### config.mk
export PLATFORM = sky130hd
export DESIGN_NAME = toy_regfile_sb
export DESIGN_NICKNAME = d
export VERILOG_FILES = /design/src/rtl/toy_regfile_sb.sv
export SDC_FILE = /design/constraint.sdc
export NUM_CORES = 2
export LEC_CHECK = 0
export CORE_AREA = 5 5 324 326
export CTS_CLUSTER_DIAMETER = 200
export CTS_CLUSTER_SIZE = 25
export DETAILED_ROUTE_END_ITERATION = 16
export DIE_AREA = 0 0 329 331
export DONT_BUFFER_PORTS = 1
export GPL_ROUTABILITY_DRIVEN = 0
export PLACE_DENSITY = 0.8
export SKIP_LAST_GASP = 1
export SYNTH_ARGS = -nofsm -noshare
export SYNTH_HDL_FRONTEND = slang
export SYNTH_SLANG_ARGS = --single-unit
### constraint.sdc
create_clock -name CLK -period 5.4 [get_ports CLK]
set_input_delay 0.27 -clock CLK [delete_from_list [all_inputs] [get_ports CLK]]
set_output_delay 0.27 -clock CLK [all_outputs]
set_load 0.03 [all_outputs]
### src/rtl/toy_regfile_sb.sv
// toy_regfile_sb
// General-purpose register file with a per-register pending-write scoreboard.
// The ID stage reads operands and issues instructions. The WB stage writes
// results back. Each register has a counter of in-flight writes. A read of a
// register with outstanding writes raises stall, and so does an issue to a
// register whose counter is saturated.
//
// Ports:
//   CLK, RSTN          clock (rising edge), asynchronous active-low reset
//   rd_en/rd_addr      NRD read ports; port i address at [i*AW +: AW]
//   rd_data            combinational read data; port i at [i*DW +: DW]
//   iss_valid/iss_wr   ID presents an instruction; it writes iss_dest
//   iss_dest           destination register of the presented instruction
//   stall              combinational; the issue is not accepted this cycle
//   wb_en/wb_addr/
//   wb_data            writeback port
//   flush              squashes all in-flight writes
//   pend_any           registered; some counter is nonzero
//   wb_err             sticky; writeback to a register with no pending write
//
// Optional feature macro: TOY_RF_BYPASS_EN
//   When defined, a writeback to a register is forwarded to a read of the
//   same register in the same cycle. If that writeback retires the last
//   pending write, the read does not stall.
module toy_regfile_sb #(
  parameter int DW  = 32,
  parameter int AW  = 5,
  parameter int NRD = 2,
  parameter int CW  = 2
) (
  input  logic              CLK,
  input  logic              RSTN,
  input  logic [NRD-1:0]    rd_en,
  input  logic [NRD*AW-1:0] rd_addr,
  output logic [NRD*DW-1:0] rd_data,
  input  logic              iss_valid,
  input  logic              iss_wr,
  input  logic [AW-1:0]     iss_dest,
  output logic              stall,
  input  logic              wb_en,
  input  logic [AW-1:0]     wb_addr,
  input  logic [DW-1:0]     wb_data,
  input  logic              flush,
  output logic              pend_any,
  output logic              wb_err
);

  localparam int ENTRY = 2**AW;
  localparam logic [CW-1:0] CNT_MAX = '1;

  logic [DW-1:0] regs_q [ENTRY];
  logic [CW-1:0] cnt_q  [ENTRY];
  logic [CW-1:0] cnt_d  [ENTRY];
  logic          pend_any_q, pend_any_d;
  logic          wb_err_q;
  logic          hit, full, acc;

  // Read ports and the RAW hazard check, both against pre-update state.
  always_comb begin
    rd_data = '0;
    hit     = 1'b0;
    for (int i = 0; i < NRD; i++) begin
      logic resolved;
      resolved = 1'b0;
      rd_data[i*DW +: DW] = regs_q[rd_addr[i*AW +: AW]];
`ifdef TOY_RF_BYPASS_EN
      if (wb_en && (wb_addr == rd_addr[i*AW +: AW])) begin
        rd_data[i*DW +: DW] = wb_data;
        resolved = (cnt_q[rd_addr[i*AW +: AW]] == CW'(1));
      end
`endif
      if (rd_en[i] && (cnt_q[rd_addr[i*AW +: AW]] != '0) && !resolved)
        hit = 1'b1;
    end
  end

  // A saturated counter blocks the issue, so counters never wrap.
  assign full  = iss_valid && iss_wr && (cnt_q[iss_dest] == CNT_MAX);
  assign stall = iss_valid && (hit || full);
  assign acc   = iss_valid && iss_wr && !stall && !flush;

  always_comb begin
    pend_any_d = 1'b0;
    for (int r = 0; r < ENTRY; r++) begin
      logic inc, dec;
      inc = acc && (iss_dest == AW'(r));
      dec = wb_en && (wb_addr == AW'(r)) && (cnt_q[r] != '0);
      cnt_d[r] = cnt_q[r];
      if (flush)
        cnt_d[r] = '0;
      else if (inc && !dec)
        cnt_d[r] = cnt_q[r] + CW'(1);
      else if (dec && !inc)
        cnt_d[r] = cnt_q[r] - CW'(1);
      if (cnt_d[r] != '0)
        pend_any_d = 1'b1;
    end
  end

  always_ff @(posedge CLK or negedge RSTN) begin
    if (!RSTN) begin
      for (int r = 0; r < ENTRY; r++) begin
        regs_q[r] <= '0;
        cnt_q[r]  <= '0;
      end
      pend_any_q <= 1'b0;
      wb_err_q   <= 1'b0;
    end else begin
      if (wb_en)
        regs_q[wb_addr] <= wb_data;
      for (int r = 0; r < ENTRY; r++)
        cnt_q[r] <= cnt_d[r];
      pend_any_q <= pend_any_d;
      // A flush squashes the write's bookkeeping, so it cannot be an orphan.
      if (wb_en && !flush && (cnt_q[wb_addr] == '0))
        wb_err_q <= 1'b1;
    end
  end

  assign pend_any = pend_any_q;
  assign wb_err   = wb_err_q;

endmodule

Word-level counts from Yosys, hierarchy flattened. Cells that the tools add are included.

$add $sub $neg: 64. Order comparisons: 5. Equality and inequality tests: 63. Muxes and demuxes: 151. Bitwise gates (word level): 4. Reductions and logical operators: 306.

Operator list (count): bitwise mux 1024 bit (1); binary-select mux 32 bit (select 5 bit) (2); 2-to-1 mux 2 bit (104); logical AND 1 bit (170); demux 32 bit (select 5 bit) (1); equality test 5 bit, second input constant (32); 2-to-1 mux 32 bit (5); nonzero test 2 bit (66); equality test 5 x 4 -> 1 bit, second input constant (16); logical NOT 1 bit (66); adder 2 x 1 -> 2 bit, second input constant (32); subtractor 2 x 1 -> 2 bit, second input constant (32); binary-select mux 2 bit (select 5 bit) (4); equality test 5 x 3 -> 1 bit, second input constant (8); 2-to-1 mux 1 bit (34); >= comparator 6 bit, second input constant (4); inverter 5 -> 6 bit (4); equality test 5 x 2 -> 1 bit, second input constant (4); equality test 5 x 1 -> 1 bit, second input constant (2); logical NOT 5 bit (2); less-than comparator 6 x 1 -> 1 bit, second input constant (1); equality test 2 bit, second input constant (1); logical NOT 2 bit (1); logical OR 1 bit (1).

Register bits: 1090. Input bits: 60. Output and inout bits: 67. Logic and storage cells: 659.

Logic depth before layout (Yosys ltp).
Word-level depth: 52. Mapped depth: 17. Mapped depth without buffers: 12.

Least setup slack after synthesis. No wires, ideal clock.

Kind: input to register. Start: input port rd_addr[0]. End: register pend_any_q (netlist: pend_any). Data arrival time: 3.755 ns. Slack: 1.508 ns. Stages on the path: 15. Buffers on the path: 3. Cells stage by stage: buf_2 -> clkinv_2 -> mux4_2 -> o21ai_0 -> a2bb2oi_1 -> or4_1 -> buf_2 -> or4_4 -> buf_6 -> or4_1 -> nand3_1 -> a31oi_1 -> or4b_1 -> nor4b_2 -> nand4_1.

RTL lines: start: declaration (RTL line 34) `input logic [NRD*AW-1:0] rd_addr,`; end signal: assignment (RTL line 113) `pend_any_q <= pend_any_d;`; end: declaration (RTL line 54) `logic pend_any_q, pend_any_d;`.

Worst setup path in the final report.
Start: register cnt_q[40] (netlist bit). End: register pend_any_q (netlist: pend_any).

Cells in the longest elaborated chain, start to end: 51.

Ends and longest elaborated chain: start: declaration (RTL line 52) `logic [CW-1:0] cnt_q [ENTRY];`; start signal: indexed assignment (RTL line 112) `cnt_q[r] <= cnt_d[r];`; binary-select mux 2 bit (select 5 bit) (RTL line 72) `if (rd_en[i] && (cnt_q[rd_addr[i*AW +: AW]] != '0) && !resolved)`; 2-to-1 mux 2 bit (not written as such) (2 in a row) (RTL line 72); nonzero test 2 bit (RTL line 72); logical AND 1 bit (RTL line 72); 2-to-1 mux 1 bit (2 in a row) (RTL line 72); logical OR 1 bit (RTL line 79) `assign stall = iss_valid && (hit || full);`; logical AND 1 bit (RTL line 79); logical NOT 1 bit (RTL line 80) `assign acc = iss_valid && iss_wr && !stall && !flush;`; [4 not listed]; logical AND 1 bit (RTL line 93) `else if (dec && !inc)`; 2-to-1 mux 2 bit (RTL line 93); 2-to-1 mux 2 bit (RTL line 91) `else if (inc && !dec)`; 2-to-1 mux 2 bit (RTL line 89) `if (flush)`; nonzero test 2 bit (RTL line 95) `if (cnt_d[r] != '0)`; 2-to-1 mux 1 bit (31 in a row) (RTL line 95); 2-to-1 mux 1 bit (*) (RTL line 95); via pend_any_d (RTL line 54).

Mark *: on every way through the listed nets, which the timed path passes. The rest lies on a longest branch. The select of a mux whose other input is x is not followed. A chain may end at the register's enable or synchronous reset.

==> results.md <==
* Via count at 37801
* Area contributors post-synth: dfrtp_1, mux4_2, mux2_2, clkbuf_1, nand2_1
* Share of Yosys cell area claimed by the top area cell type at 0.450
* Starting DRT DRC Count at 4347
* Clk slew on worst S/H paths at 0.12 ns
* Pwr/cell area at 313 mW/mm2
* Setup_tns at 0 ns
* Cell Area, Synth at 0.0606 mm2
* Overall routing resource usage at 0.306
* Top FF cell, synth: dfrtp_1
* Worst path required time at 5.93 ns
* Hold WC Path Type: in -> reg
* Num Clock Sinks at 1090
* Post-synthesis mux area share at 0.441
* Area leader, netlist: dfrtp_1
* WL final at 166000 um
* Kind of critical path: reg -> reg
* Full die area at 0.109 mm2
* Post-Synth XOR/XNOR Area at 0.0110
* TritonRoute pass-1 iters at 8
* Synth Warn # at 0
* Run status: finished, final reports clean
* WHS at 0.0196 ns
* Routed Antenna Nets at 0
* Post-synthesis to final-layout area growth at 4.21%
* Area of placed instances at 0.0613 mm2
* Share of cells above drive strength 1 at 0.488
* Core ar. at 0.101 mm2
* Non-filler cells in the finished layout at 5188
* Global-route congestion overflow total at 0
* # fillers at 7321
* Port bufs at 0
* H-tree depth at 2
* Final setup violation count at 0
* Clk_lat worst skew at 0.65 ns
* Final Max Slew Viols at 0
* Vias/cell at 7.29
* Wire length per cell at 31.9 um
* Worst Tran Pin Value at 1.23 ns
* Initial cell density of the core at 0.598
* MaxCap Viol Count at 0
* Final net count at 3904
* Synthesized Nets at 4165
* Die Height at 331 um
* Largest net degree at the start of global routing at 1091
* DP HPWL at 88800 um
* Final-report hold violation count at 0
* Unrepaired setup endpoints after global routing: false
* Startpoint Class: flop
* Critical Path Sink Type: flop
* Max VDD drop at 0.259 mV
* Vias in the first global route at 38671
* Global-route wire length before repair at 250000 um
* FF+latch count, synth at 1090
* Sequential area share after synthesis at 0.450
* Max Root-Sink Buffers at 3
* EDFF count, synth at 0
* Residual DRC count at 0
* CTS resizes at 0
* Largest family of logic cells by synthesized area: multiplexers
* Simple-gate share of the synthesized area at 0.0433
* Cells after DPL at 5082
* Synth Area per Inst at 14.9 um2
* Relative slew margins at 0.180
* Rows at 117
* Post-route design area at 0.0632 mm2
* Ports at 127
* Adder-Cell Fraction of Synth Area at 0.00677
* Compound-Gate Fraction of Synth Area at 0.0178
* CTS Buf Count at 49
* Clk root buf: clkbuf_16
* FMAX at 0.207 GHz
* Initial antenna violation count at 10
* Final period utilization at 0.893
* Cells after synthesis at 4073
* Critical path arrival at 5.35 ns
* Synth async-reset ratio at 1.00
* Post-route minimum period at 4.82 ns
* Worst Path Max Fanout at 16
* LEAKAGE at 26.1 nW
* Layout Skew at 0.0191 ns
* CTS tree: built
* Die W at 329 um
* Netlist cell types at 78
* Util after Layout at 0.623
[cells in the final DEF, fill, tap and decap left out, drive strengths merged, types with 8 or more instances in the layout]
cell,synthesis,layout
a21oi,33,33
nand4,19,19
nor2b,10,10
nand2,154,154
nand3b,16,16
ha,32,32
buf,107,48
mux2i,10,10
xor2,14,14
nor2,141,141
nor3,63,63
a31oi,16,16
nand2b,11,11
or4,11,11
dlygate4sd3,0,40
a2111oi,8,8
xnor2,52,52
nor3b,12,12
clkbuf,293,50
or3,9,9
a211oi,8,8
mux2,1058,1058
and3,8,8
and2,16,16
inv,71,72
mux4,654,654
o211ai,8,8
dfrtp,1090,1090
nor4,19,19
o21ai,20,20
nand3,16,16
[area by class of cell]
| type | count | area (um2) | share of cell area |
|---|---|---|---|
| Clock buffer | 50 | 1250 | 0.0198 |
| Clock inverter | 2 | 27.5 | 0.000436 |
| Tap cell | 1368 | 1710 | 0.0271 |
| Timing Repair Buffer | 88 | 901 | 0.0143 |
| Inverter | 73 | 280 | 0.00444 |
| Antenna cell | 7 | 17.5 | 0.000277 |
| Sequential cell | 1090 | 27300 | 0.432 |
| Multi-Input combinational cell | 2510 | 31700 | 0.502 |
[through the flow]
step                      worst slack (ns)  power [mW]
after floorplan                       1.51        14.5
after CTS                            0.873        19.6
final                                0.575        19.8
after global routing                 0.521        20.6
after detailed placement             0.793        15.3
after global placement               0.840        15.0
[worst paths after layout]
path / startpoint / end / slack (ns) / depth (start not counted)
hold reg to reg: regs_q[31] / regs_q[31] / 0.50 / 2
hold / removal: iss_dest[3] / cnt_q[42] / 0.02 / 3
setup / recovery: cnt_q[40] / pend_any / 0.58 / 13
max in group asynchronous: RSTN / regs_q[45] / 1.34 / 6
min in group asynchronous: RSTN / cnt_q[42] / 0.53 / 2
setup reg to reg: cnt_q[40] / pend_any / 0.58 / 13
[synthesized netlist by cell type, types with 32 or more instances]
| master | count |
|---|---|
| dfrtp_1 | 1090 |
| mux2_2 | 1058 |
| mux4_2 | 654 |
| clkbuf_1 | 293 |
| nand2_1 | 154 |
| nor2_1 | 141 |
| buf_1 | 91 |
| inv_1 | 71 |
| nor3_1 | 60 |
| xnor2_1 | 52 |
| a21oi_1 | 33 |
| ha_1 | 32 |
[state kept, by name, summed over array words and instances, names as in the netlist]
name,count
cnt_q,64
pend_any,1
regs_q,1024
wb_err,1
[cell families (layout without fill, tap and decap cells)]
logic type | Yosys count | after routing
AO/OA/AOI/OAI | 154 | 154
multiplexers | 1722 | 1722
AND/OR/NAND/NOR | 531 | 531
XOR/XNOR | 70 | 70
adder cells (fa/ha/maj) | 33 | 33
other | 0 | 7
buffers and inverters | 473 | 213
flip-flops | 1090 | 1090
[worst max-delay path, stage by stage, from the launching register on]
cell,delay [ns]
dfrtp_1,0.43
nor2_1,0.51
a2111oi_0,0.22
o21ai_1,0.13
a41oi_1,0.18
nor3_1,0.22
buf_4,0.22
nand4_1,0.67
or4_1,0.75
nand3_1,0.15
a41oi_1,0.13
or4b_1,0.58
nor4b_2,0.35
nand4_1,0.13
[power breakdown]
group          leakage [nW]  total [mW]  switching, mW  internal, mW
Sequential             14.0        10.7           1.08          9.65
Combinational          11.5        4.74           1.75          2.99
Clock                 0.629        4.29           2.62          1.67
[per-layer routing]
metal  global-route usage  routed length (um)  part of all wire
met1                0.431               65100              0.39
met5                    0                  54           0.00033
met2                0.483               78300              0.47
met4               0.0984                6590             0.040
met3               0.0697               15600             0.094
[what timing repair did]
item,in CTS,in global routing
hold buffers,39,2
endpoints found under the hold margin,2174,185
buffers inserted,0,0
No activity file was read; power rests on OpenSTA's default activity.
